## src/rtl/tmds_channel_decoder.sv

```systemverilog
// TMDS receive channel decoder with word-alignment search.
// Decodes one 10-bit TMDS symbol per pixel clock into either a 2-bit control
// value (token) or an 8-bit data byte, and steers the upstream deserializer
// with bit-slip requests until control tokens arrive consistently.
//
// Ports:
//   clk       pixel clock, one symbol per rising edge
//   rst_n     asynchronous active-low reset
//   sym_in    10-bit TMDS symbol, bit 0 first on the wire
//   data_out  decoded data byte
//   ctrl_out  decoded control value (last token seen)
//   de_out    data_out valid (active video while locked)
//   locked    word alignment achieved
//   bitslip   one-cycle request to shift the deserializer boundary by one bit
//   slip_cnt  slips issued since reset, counts 0..9 then wraps
module tmds_channel_decoder #(
   parameter int unsigned LOCK_TOKENS    = 8,
   parameter int unsigned SEARCH_TIMEOUT = 2048,
   parameter int unsigned SLIP_WAIT      = 16
) (
   input  logic       clk,
   input  logic       rst_n,
   input  logic [9:0] sym_in,
   output logic [7:0] data_out,
   output logic [1:0] ctrl_out,
   output logic       de_out,
   output logic       locked,
   output logic       bitslip,
   output logic [3:0] slip_cnt
);

   localparam int unsigned TOK_W  = $clog2(LOCK_TOKENS + 1);
   localparam int unsigned GAP_W  = $clog2(SEARCH_TIMEOUT + 1);
   localparam int unsigned WAIT_W = $clog2(SLIP_WAIT + 1);

   typedef enum logic [1:0] {
      ST_SEARCH    = 2'd0,
      ST_SLIP_WAIT = 2'd1,
      ST_LOCKED    = 2'd2
   } state_t;

   state_t              state, state_nx;
   logic [TOK_W-1:0]    tok_cnt, tok_nx;
   logic [GAP_W-1:0]    gap_cnt, gap_nx;
   logic [WAIT_W-1:0]   wait_cnt, wait_nx;
   logic [3:0]          slip_nx;
   logic                bitslip_nx;
   logic [7:0]          data_nx;
   logic [1:0]          ctrl_nx;
   logic                de_nx;
   logic                locked_nx;

   logic                is_tok_c;
   logic [1:0]          tok_val_c;
   logic [7:0]          d_c;
   logic [7:0]          q_c;

   // Symbol decode: control token match, otherwise undo the inversion and XOR/XNOR chain
   always_comb begin
      is_tok_c  = 1'b1;
      tok_val_c = 2'd0;
      case (sym_in)
         10'b1101010100: tok_val_c = 2'd0;
         10'b0010101011: tok_val_c = 2'd1;
         10'b0101010100: tok_val_c = 2'd2;
         10'b1010101011: tok_val_c = 2'd3;
         default:        is_tok_c  = 1'b0;
      endcase

      d_c    = sym_in[9] ? ~sym_in[7:0] : sym_in[7:0];
      q_c    = 8'd0;
      q_c[0] = d_c[0];
      for (int i = 1; i < 8; i++) begin
         q_c[i] = sym_in[8] ? (d_c[i] ^ d_c[i-1]) : ~(d_c[i] ^ d_c[i-1]);
      end
   end

   // Alignment FSM next state, counters and output register next values
   always_comb begin
      state_nx   = state;
      tok_nx     = tok_cnt;
      gap_nx     = gap_cnt;
      wait_nx    = wait_cnt;
      slip_nx    = slip_cnt;
      bitslip_nx = 1'b0;

      case (state)
         ST_SEARCH: begin
            if (is_tok_c) begin
               gap_nx = '0;
               if (tok_cnt == TOK_W'(LOCK_TOKENS - 1)) begin
                  state_nx = ST_LOCKED;
                  tok_nx   = '0;
               end else begin
                  tok_nx = tok_cnt + TOK_W'(1);
               end
            end else begin
               tok_nx = '0;
               if (gap_cnt == GAP_W'(SEARCH_TIMEOUT - 1)) begin
                  state_nx   = ST_SLIP_WAIT;
                  gap_nx     = '0;
                  wait_nx    = '0;
                  bitslip_nx = 1'b1;
                  slip_nx    = (slip_cnt == 4'd9) ? 4'd0 : slip_cnt + 4'd1;
               end else begin
                  gap_nx = gap_cnt + GAP_W'(1);
               end
            end
         end

         // Symbols are ignored while the deserializer settles on its new boundary
         ST_SLIP_WAIT: begin
            if (wait_cnt == WAIT_W'(SLIP_WAIT - 1)) begin
               state_nx = ST_SEARCH;
               wait_nx  = '0;
               tok_nx   = '0;
               gap_nx   = '0;
            end else begin
               wait_nx = wait_cnt + WAIT_W'(1);
            end
         end

         ST_LOCKED: begin
            if (is_tok_c) begin
               gap_nx = '0;
               if (tok_cnt != TOK_W'(LOCK_TOKENS)) begin
                  tok_nx = tok_cnt + TOK_W'(1);
               end
            end else begin
               tok_nx = '0;
               if (gap_cnt == GAP_W'(SEARCH_TIMEOUT - 1)) begin
                  state_nx = ST_SEARCH;
                  gap_nx   = '0;
               end else begin
                  gap_nx = gap_cnt + GAP_W'(1);
               end
            end
         end

         default: begin
            state_nx = ST_SEARCH;
            tok_nx   = '0;
            gap_nx   = '0;
            wait_nx  = '0;
         end
      endcase

      // de_out qualifies with the lock state that will be visible alongside the byte
      locked_nx = (state_nx == ST_LOCKED);
      if (is_tok_c) begin
         data_nx = 8'd0;
         ctrl_nx = tok_val_c;
         de_nx   = 1'b0;
      end else begin
         data_nx = q_c;
         ctrl_nx = ctrl_out;
         de_nx   = locked_nx;
      end
   end

   // State, counter and output registers
   always_ff @(posedge clk or negedge rst_n) begin
      if (!rst_n) begin
         state    <= ST_SEARCH;
         tok_cnt  <= '0;
         gap_cnt  <= '0;
         wait_cnt <= '0;
         slip_cnt <= 4'd0;
         bitslip  <= 1'b0;
         data_out <= 8'd0;
         ctrl_out <= 2'd0;
         de_out   <= 1'b0;
         locked   <= 1'b0;
      end else begin
         state    <= state_nx;
         tok_cnt  <= tok_nx;
         gap_cnt  <= gap_nx;
         wait_cnt <= wait_nx;
         slip_cnt <= slip_nx;
         bitslip  <= bitslip_nx;
         data_out <= data_nx;
         ctrl_out <= ctrl_nx;
         de_out   <= de_nx;
         locked   <= locked_nx;
      end
   end

endmodule
```

## config.mk

```make
export PLATFORM = sky130hd
export DESIGN_NAME = tmds_channel_decoder
export DESIGN_NICKNAME = d
export VERILOG_FILES = /design/src/rtl/tmds_channel_decoder.sv
export SDC_FILE = /design/constraint.sdc
export NUM_CORES = 1
export LEC_CHECK = 0
export CORE_UTILIZATION = 60
export DETAILED_ROUTE_END_ITERATION = 8
export DONT_BUFFER_PORTS = 1
export HOLD_SLACK_MARGIN = 0.12
export PLACE_DENSITY = 0.76
export SYNTH_ARGS = -nofsm -noshare
export SYNTH_HDL_FRONTEND = slang
export SYNTH_SLANG_ARGS = --single-unit
```

## constraint.sdc

```tcl
create_clock -name clk -period 3.1 [get_ports clk]
set_clock_uncertainty 0.05 [all_clocks]
set_input_delay 0.62 -clock clk [delete_from_list [all_inputs] [get_ports clk]]
set_output_delay 0.62 -clock clk [all_outputs]
set_load 0.05 [all_outputs]
```

==> results.md, run 1 <==
* Total clock buffers created by CTS at 5
* Peak ir drop on the vdd network at 495.9 uV
* Syn Inst Count at approximately 210
* Clk_lat worst skew at 0.36 ns
* Result of the run: finished clean
* Power density over cell area at 524.5 nW/um^2
* Launch point of the worst reg-to-reg path: gap_cnt[0]
* Post-synthesis average cell area at 10.18 um^2
* Overall die height at 61.42 um
* Count of flip-flops with a built-in enable after synthesis at 0
* Total number of H-tree levels at 2
* Dominant synthesized flop cell: dfrtp_1
* Worst path setup slack after routing at 1.052 ns
* Antenna cell count at 0
* Total setup buffers inserted after CTS at 0
* Floorplan row count at 21
* Top achievable clock speed at 488.3 MHz
* Startpoint type of the worst setup path: register
* Clock-pin slew of the registers on the worst-case setup and hold paths at 0.12 ns
* Cell chosen for the clock root: clkbuf_4
* R2R Path End: wait_cnt[2]
* Area overhead of the layout relative to synthesis at 6.734%
* Most common library cells after synthesis: dfrtp_1, nor2_1, nand2_1, xnor2_1, inv_1
* Vias/cell at 6.226
* Buffers from clock root to sink, at most at 2
* Flop2flop setup slack at 1.05 ns
* Worst setup slack before clock tree synthesis at about 0.97 ns
* Die area at between 3000 and 4000 um^2
* Share of synthesized flip-flops with an asynchronous set or reset at 1.000
* Logic depth of the worst register-to-register path at 5
* Final period util at 0.6606
* Leakage component of the power at roughly 1.0 nW
* Clk sink count at 40
* CTS tree: done
* # IOs at 29
* Final GP Congestion at 0.8178
* Nature of the critical path endpoint: register
* DPL Wire Length at 3220 um
* Remaining global-route overflow at 0
* Number of detailed-routing iterations run before antenna repair at 4
* Data arrival, critical path at roughly 2.3 ns
* Period minus WS final at 2.048 ns
* RSZ-0062 raised after global routing: false
* Leading area contributor after synthesis: dfrtp_1
* Hold path cells at 1
* Sum of negative setup slack at 0 ns
* Number of vias in the routed layout at 1625
* Cell-by-cell trace of the critical path: ha_1 > nand4_4 > nor4_4 > a31oi_1 > a22o_1
* Total Nets Final at 232
* Crit Path Class: reg2reg
* Largest cells by area after synthesis: dfrtp_1, xnor2_1, ha_1, nor2_1, nand2_1
* Vias in the first global route at about 1600
* Fin. max-slew vios at 0
* Initial Util at 0.6298
* Core box area at about 3400 um^2
* Initial antenna violation count at 0
* Final-report setup violation count at 0
* Count of final hold-check violations at 0
* Share of the synthesized area in the top cell type at 0.4725
* Cell with the largest stage delay on the worst path: nor4_4
* Post-synthesis sequential area ratio at 0.4725
* Hold Path Sink: ctrl_out[1]
* Hold Startpoint: sym_in[9]
* Number of DRC violations after detailed-routing iteration 0 at 92
* Endpoint required time on the critical path at 3.31 ns
* Count of unique library cells instantiated by Yosys at 50
* Mapped cell area at between 2000 and 2500 um^2
* Largest net degree at the start of global routing at 41
* Antenna Violating Nets Remaining at 0
* Kind of path behind the tightest hold check: in2reg
* Port buffer count at 0
* Syn nets at around 230
* Warnings from Yosys at 0
* Maximum capacitance violations at 0
* Dominant cell by count in the synthesized netlist: dfrtp_1
* Maximum fanout encountered on the critical timing path at 7
* Width of the die at 61.42 um
* Overall power at 1.186 mW
* Remaining max-slew budget at the tightest pin at 0.5767
* Global-route wire length before repair at 7182 um
* GRT Resource Usage Total at 0.2712
* Worst-margin pin slew at approximately 0.63 ns
* Share of layout cells above drive strength 1 at 0.09767
* Post-DR wirelength/cell at 16.89 um
* DRC violation count after routing at 0
* FF+latch count, synth at 40
* Stage delay of the slowest cell on the critical path at ~0.48 ns
* Total detailed-routing wirelength at 4407 um
==> timing repair <==
action | in CTS | in global routing
gates resized for setup | 0 | 0
hold buffers | 2 | 0
endpoints found under the hold margin | 40 | 0
==> worst max-delay path by stage <==
stage                     from     endpoint  slack (ns)  depth (start not counted)
finish              gap_cnt[0]  wait_cnt[2]        1.05                          5
global route        gap_cnt[0]  wait_cnt[2]        0.92                          5
CTS                 gap_cnt[0]  wait_cnt[2]        1.06                          5
detailed placement   sym_in[0]   gap_cnt[3]        0.97                          7
global placement     sym_in[0]  slip_cnt[2]        1.03                          7
floorplan            sym_in[0]  slip_cnt[2]        1.14                          7
==> where the power goes <==
part / internal [mW] / switching [mW]
registers: 0.579 / 0.138
clock network: 0.169 / 0.170
logic: 0.0628 / 0.0662
total: 0.811 / 0.375
==> logic make-up after synthesis <==
logic type	share of synthesized area
and+or+nand+nor	0.2369
AOI/OAI and AO/OA	0.1500
buffers and inverters	0.03485
DFF	0.4725
adders and majority gates	0.03544
xor gates and xnor gates	0.07029
==> worst max-delay path: cells and delay by family (launching register included) <==
kind	cells	cell delay, ns
AO/OA/AOI/OAI	2	0.54
adder cells (fa/ha/maj)	1	0.27
flip-flops	1	0.44
AND/OR/NAND/NOR	2	0.65
==> flip-flops by register name, indices dropped and copies added, names as in the netlist <==
register and flops:
locked 1, data_out 8, state 2, bitslip 1, de_out 1, ctrl_out 2
gap_cnt 12, slip_cnt 4, tok_cnt 4, wait_cnt 5
==> metal layers <==
layer / global-route usage / part of all wire / routed length (um) / vias to the layer above
met5: 0 / 0 / 0 / -
met4: 0.1524 / 0.027 / 117 / 0
met3: 0.05672 / 0.072 / 319 / 14
met2: 0.4348 / 0.50 / 2185 / 68
met1: 0.3444 / 0.40 / 1784 / 780
li1: - / - / - / 763
==> placed cells by master (no fill, tap or decap), drive strengths merged, types with 2 or more instances in the layout <==
cell / netlist / routed
xor2: 2 / 2
a211oi: 2 / 2
a21oi: 9 / 9
nor3: 5 / 5
and3: 3 / 3
clkbuf: 0 / 6
a21o: 3 / 3
nor2b: 4 / 4
and2: 2 / 2
ha: 6 / 6
nand2: 17 / 17
a22o: 5 / 5
dfrtp: 40 / 40
inv: 12 / 12
nor4: 4 / 4
nand4: 6 / 6
o21ai: 14 / 14
or3: 3 / 3
nand3: 10 / 10
buf: 4 / 2
o2bb2ai: 3 / 3
and4: 2 / 2
nor2: 16 / 16
xnor2: 15 / 15
o21bai: 3 / 3
a31oi: 4 / 4
and4bb: 2 / 2
nand4b: 2 / 2
==> area by class of cell <==
| type | instances | area (um^2) |
|---|---|---|
| flip-flops and latches | 40 | 1001 |
| clock inverters | 2 | 35.03 |
| multi-input cells | 152 | 1044 |
| well taps | 46 | 57.56 |
| inverters | 12 | 45.04 |
| fillers | 290 | 1102 |
| clock buffers | 6 | 41.29 |
| repair buffers | 3 | 37.54 |
==> through the flow <==
stage	hold WS [ns]	instance area (um^2)	std cells	utilization
finish	0.3146	2261	261	0.6722
global route	0.3053	2261	261	0.6722
CTS	0.3088	2261	261	0.6722
detailed placement	0.2752	2155	251	0.6406
global placement	0.2754	2155	251	0.6406
floorplan	0.2744	2118	208	-
No activity file was read; power rests on OpenSTA's default activity.
==> inputs of run 2 (changes only) <==
clock period = 1.9 ns   (was 3.1 ns; I/O delays follow)
==> run 2 against run 1 <==
- combinational power grew 89%
- largest cell class unchanged
- final cell count grew 5.4%
- clock power grew 59%
- worst setup slack lost 0.96 ns
- largest power group unchanged
- first-iteration DRC count shrank 33%
==> results.md, run 2 (synthesis results as in run 1) <==
* Result of the run: finished clean (unchanged)
* Part of the power in the clock network at 0.276 (was 0.286)
* Maximum fanout encountered on the critical timing path at 7 (unchanged)
* Antenna cell count at 0 (unchanged)
* Clock-pin slew of the registers on the worst-case setup and hold paths at 0.12 ns (about the same)
* Cell chosen for the clock root: clkbuf_4 (unchanged)
* Internal power contribution at 1.345 mW (was 0.8109 mW)
* Buffers from clock root to sink, at most at 2 (unchanged)
* Remaining max-slew budget at the tightest pin at 0.5737 (was 0.5767)
* Fraction of power spent switching nets at 0.3120 (was 0.3162)
* Cell-by-cell trace of the critical path: ha_2 > nand4_4 > or3_4 > and4_4 > a21oi_1 > a31oi_1 (was ha_1 > nand4_4 > nor4_4 > a31oi_1 > a22o_1)
* Clk sink count at 40 (unchanged)
* Total Nets Final at 246 (was 232)
* # IOs at 29 (unchanged)
* RSZ-0062 raised after global routing: false (unchanged)
* Floorplan row count at 21 (unchanged)
* Largest net degree at the start of global routing at 41 (unchanged)
* DRC violation count after routing at 0 (unchanged)
* Total detailed-routing wirelength at 4465 um (was 4407 um)
* Kind of path behind the tightest hold check: in2reg (unchanged)
* Port buffer count at 0 (unchanged)
* Startpoint type of the worst setup path: register (unchanged)
* Overall die height at 61.42 um (unchanged)
* Endpoint required time on the critical path at 2.08 ns (was 3.31 ns)
* Number of vias in the routed layout at 1652 (was 1625)
* Sw Pwr at 0.6101 mW (was 0.3749 mW)
* Most common library cell in the layout ignoring fill and taps: dfrtp_1 (unchanged)
* GRT Resource Usage Total at 0.2723 (was 0.2712)
* Data arrival, critical path at 1.99 ns (was 2.26 ns)
* Post-DR wirelength/cell at 16.24 um (was 16.89 um)
* Die area at 3772 um^2 (unchanged)
* Count of final hold-check violations at 0 (unchanged)
* Sum of negative setup slack at 0 ns (unchanged)
* Number of DRC violations after detailed-routing iteration 0 at 62 (was 92)
* Register bank with the most flops: gap_cnt (unchanged)
* Top achievable clock speed at 554.0 MHz (was 488.3 MHz)
* Worst-margin pin slew at 0.6395 ns (was 0.6350 ns)
* Combinational share of power at 0.125 (was 0.109)
* Number of inserted filler cells in the final layout at 276 (was 290)
* DPL Wire Length at 3215 um (was 3220 um)
* Cell with the largest stage delay on the worst path: or3_4 (was nor4_4)
* Peak ir drop on the vdd network at 523.2 uV (was 495.9 uV)
* Final period util at 0.9500 (was 0.6606)
* Core box area at 3363 um^2 (unchanged)
* Area overhead of the layout relative to synthesis at 12.29% (was 6.734%)
* Buffer and inverter count on the worst path at 0 (unchanged)
* Total number of H-tree levels at 2 (unchanged)
* Antenna Violating Nets Remaining at 0 (unchanged)
* Final standard cell utilization of the core at 0.7072 (was 0.6722)
* Maximum capacitance violations at 0 (unchanged)
* Vias/cell at 6.007 (was 6.226)
* Multi-input logic area at 1046 um^2 (was 1044 um^2)
* Initial Util at 0.6298 (unchanged)
* Remaining global-route overflow at 0 (unchanged)
* Initial antenna violation count at 0 (unchanged)
* Final GP Congestion at 0.8325 (was 0.8178)
* Flip-flop count of the largest register after layout at 12 (unchanged)
* Total clock buffers created by CTS at 5 (unchanged)
* Crit Path Class: reg2reg (unchanged)
* Power density over cell area at 822.1 nW/um^2 (was 524.5 nW/um^2)
* Fin. max-slew vios at 0 (unchanged)
* Stage delay of the slowest cell on the critical path at 0.43 ns (was 0.48 ns)
* Share of layout cells above drive strength 1 at 0.1397 (was 0.09767)
* CTS tree: done (unchanged)
* Registers with the most flip-flops: gap_cnt: 12 flops, data_out: 8 flops, wait_cnt: 5 flops (unchanged)
* Global-route wire length before repair at 7258 um (was 7182 um)
* Sequential power share at 0.599 (was 0.605)
* Leading cell types in the layout, fill and taps excluded: dfrtp_1, nor2_1, nand2_1, xnor2_1, inv_1 (unchanged)
* Leakage component of the power at 1.085 nW (was 1.021 nW)
* Crit path max-delay family: simple AND/OR/NAND/NOR gates (unchanged)
* Flip-flop and latch area at 1001 um^2 (unchanged)
* Clk_lat worst skew at 0.34 ns (was 0.36 ns)
* Nature of the critical path endpoint: register (unchanged)
* Period minus WS final at 1.805 ns (was 2.048 ns)
* Width of the die at 61.42 um (unchanged)
* Vias in the first global route at 1602 (was 1564)
* Number of detailed-routing iterations run before antenna repair at 4 (unchanged)
* Final-report setup violation count at 0 (unchanged)
run 2: cell types whose count changed in the layout (fill, tap and decap cells not counted):
cell	delta
ha_1	-1
dlygate4sd3_1	+4
buf_4	+10
ha_2	+1
run 2: layout make-up:
cell class,instances,share of cell area
Clock buffer,6,0.01736
Clock inverter,2,0.01473
Inverter,12,0.01894
Multi-Input combinational cell,152,0.4398
Sequential cell,40,0.4208
Tap cell,46,0.02420
Timing Repair Buffer,17,0.06418
run 2: worst paths after layout:
| kind | from | endpoint | slack, ns | depth (start not counted) |
|---|---|---|---|---|
| worst min register to register | wait_cnt[0] | wait_cnt[0] | 0.48 | 1 |
| max in group asynchronous | rst_n | state[0] | 1.16 | 2 |
| worst min-delay path | sym_in[9] | data_out[0] | 0.15 | 2 |
| worst max register to register | gap_cnt[1] | gap_cnt[5] | 0.09 | 6 |
| min in group asynchronous | rst_n | wait_cnt[1] | 0.44 | 2 |
| worst max-delay path | gap_cnt[1] | gap_cnt[5] | 0.09 | 6 |
run 2: power groups by stage:
stage | sequential (mW) | clock (mW) | combinational [mW]
after global placement | 1.18 | 0 | 0.179
after floorplan | 1.16 | 0 | 0.164
final | 1.17 | 0.540 | 0.244
after CTS | 1.17 | 0.559 | 0.239
after detailed placement | 1.19 | 0 | 0.190
after global routing | 1.18 | 0.597 | 0.280
run 2: repair_timing:
item / in CTS / in global routing
buffers inserted: 1 / 0
pin swaps: 0 / 1
hold buffers: 3 / 3
endpoints found under the hold margin: 41 / 3
endpoints found under the setup margin: 2 / 2
gates resized for setup: 1 / 0
run 2: routing by layer:
layer	track usage	share of wire
met1	0.3627	0.45
met2	0.4301	0.50
met3	0.09034	0.036
met4	0.07302	0.0078
met5	0	0
run 2: through the flow:
step	total power, mW	cell area [um^2]	hold slack (ns)	std cells	setup slack, ns
CTS	1.964	2349	0.1299	272	0.07005
global placement	1.361	2222	0.03514	260	0.07952
finish	1.955	2379	0.1460	275	0.09498
detailed placement	1.378	2222	0.03518	260	0.007171
floorplan	1.326	2118	0.03441	208	0.08322
global route	2.061	2379	0.1212	275	0.007952
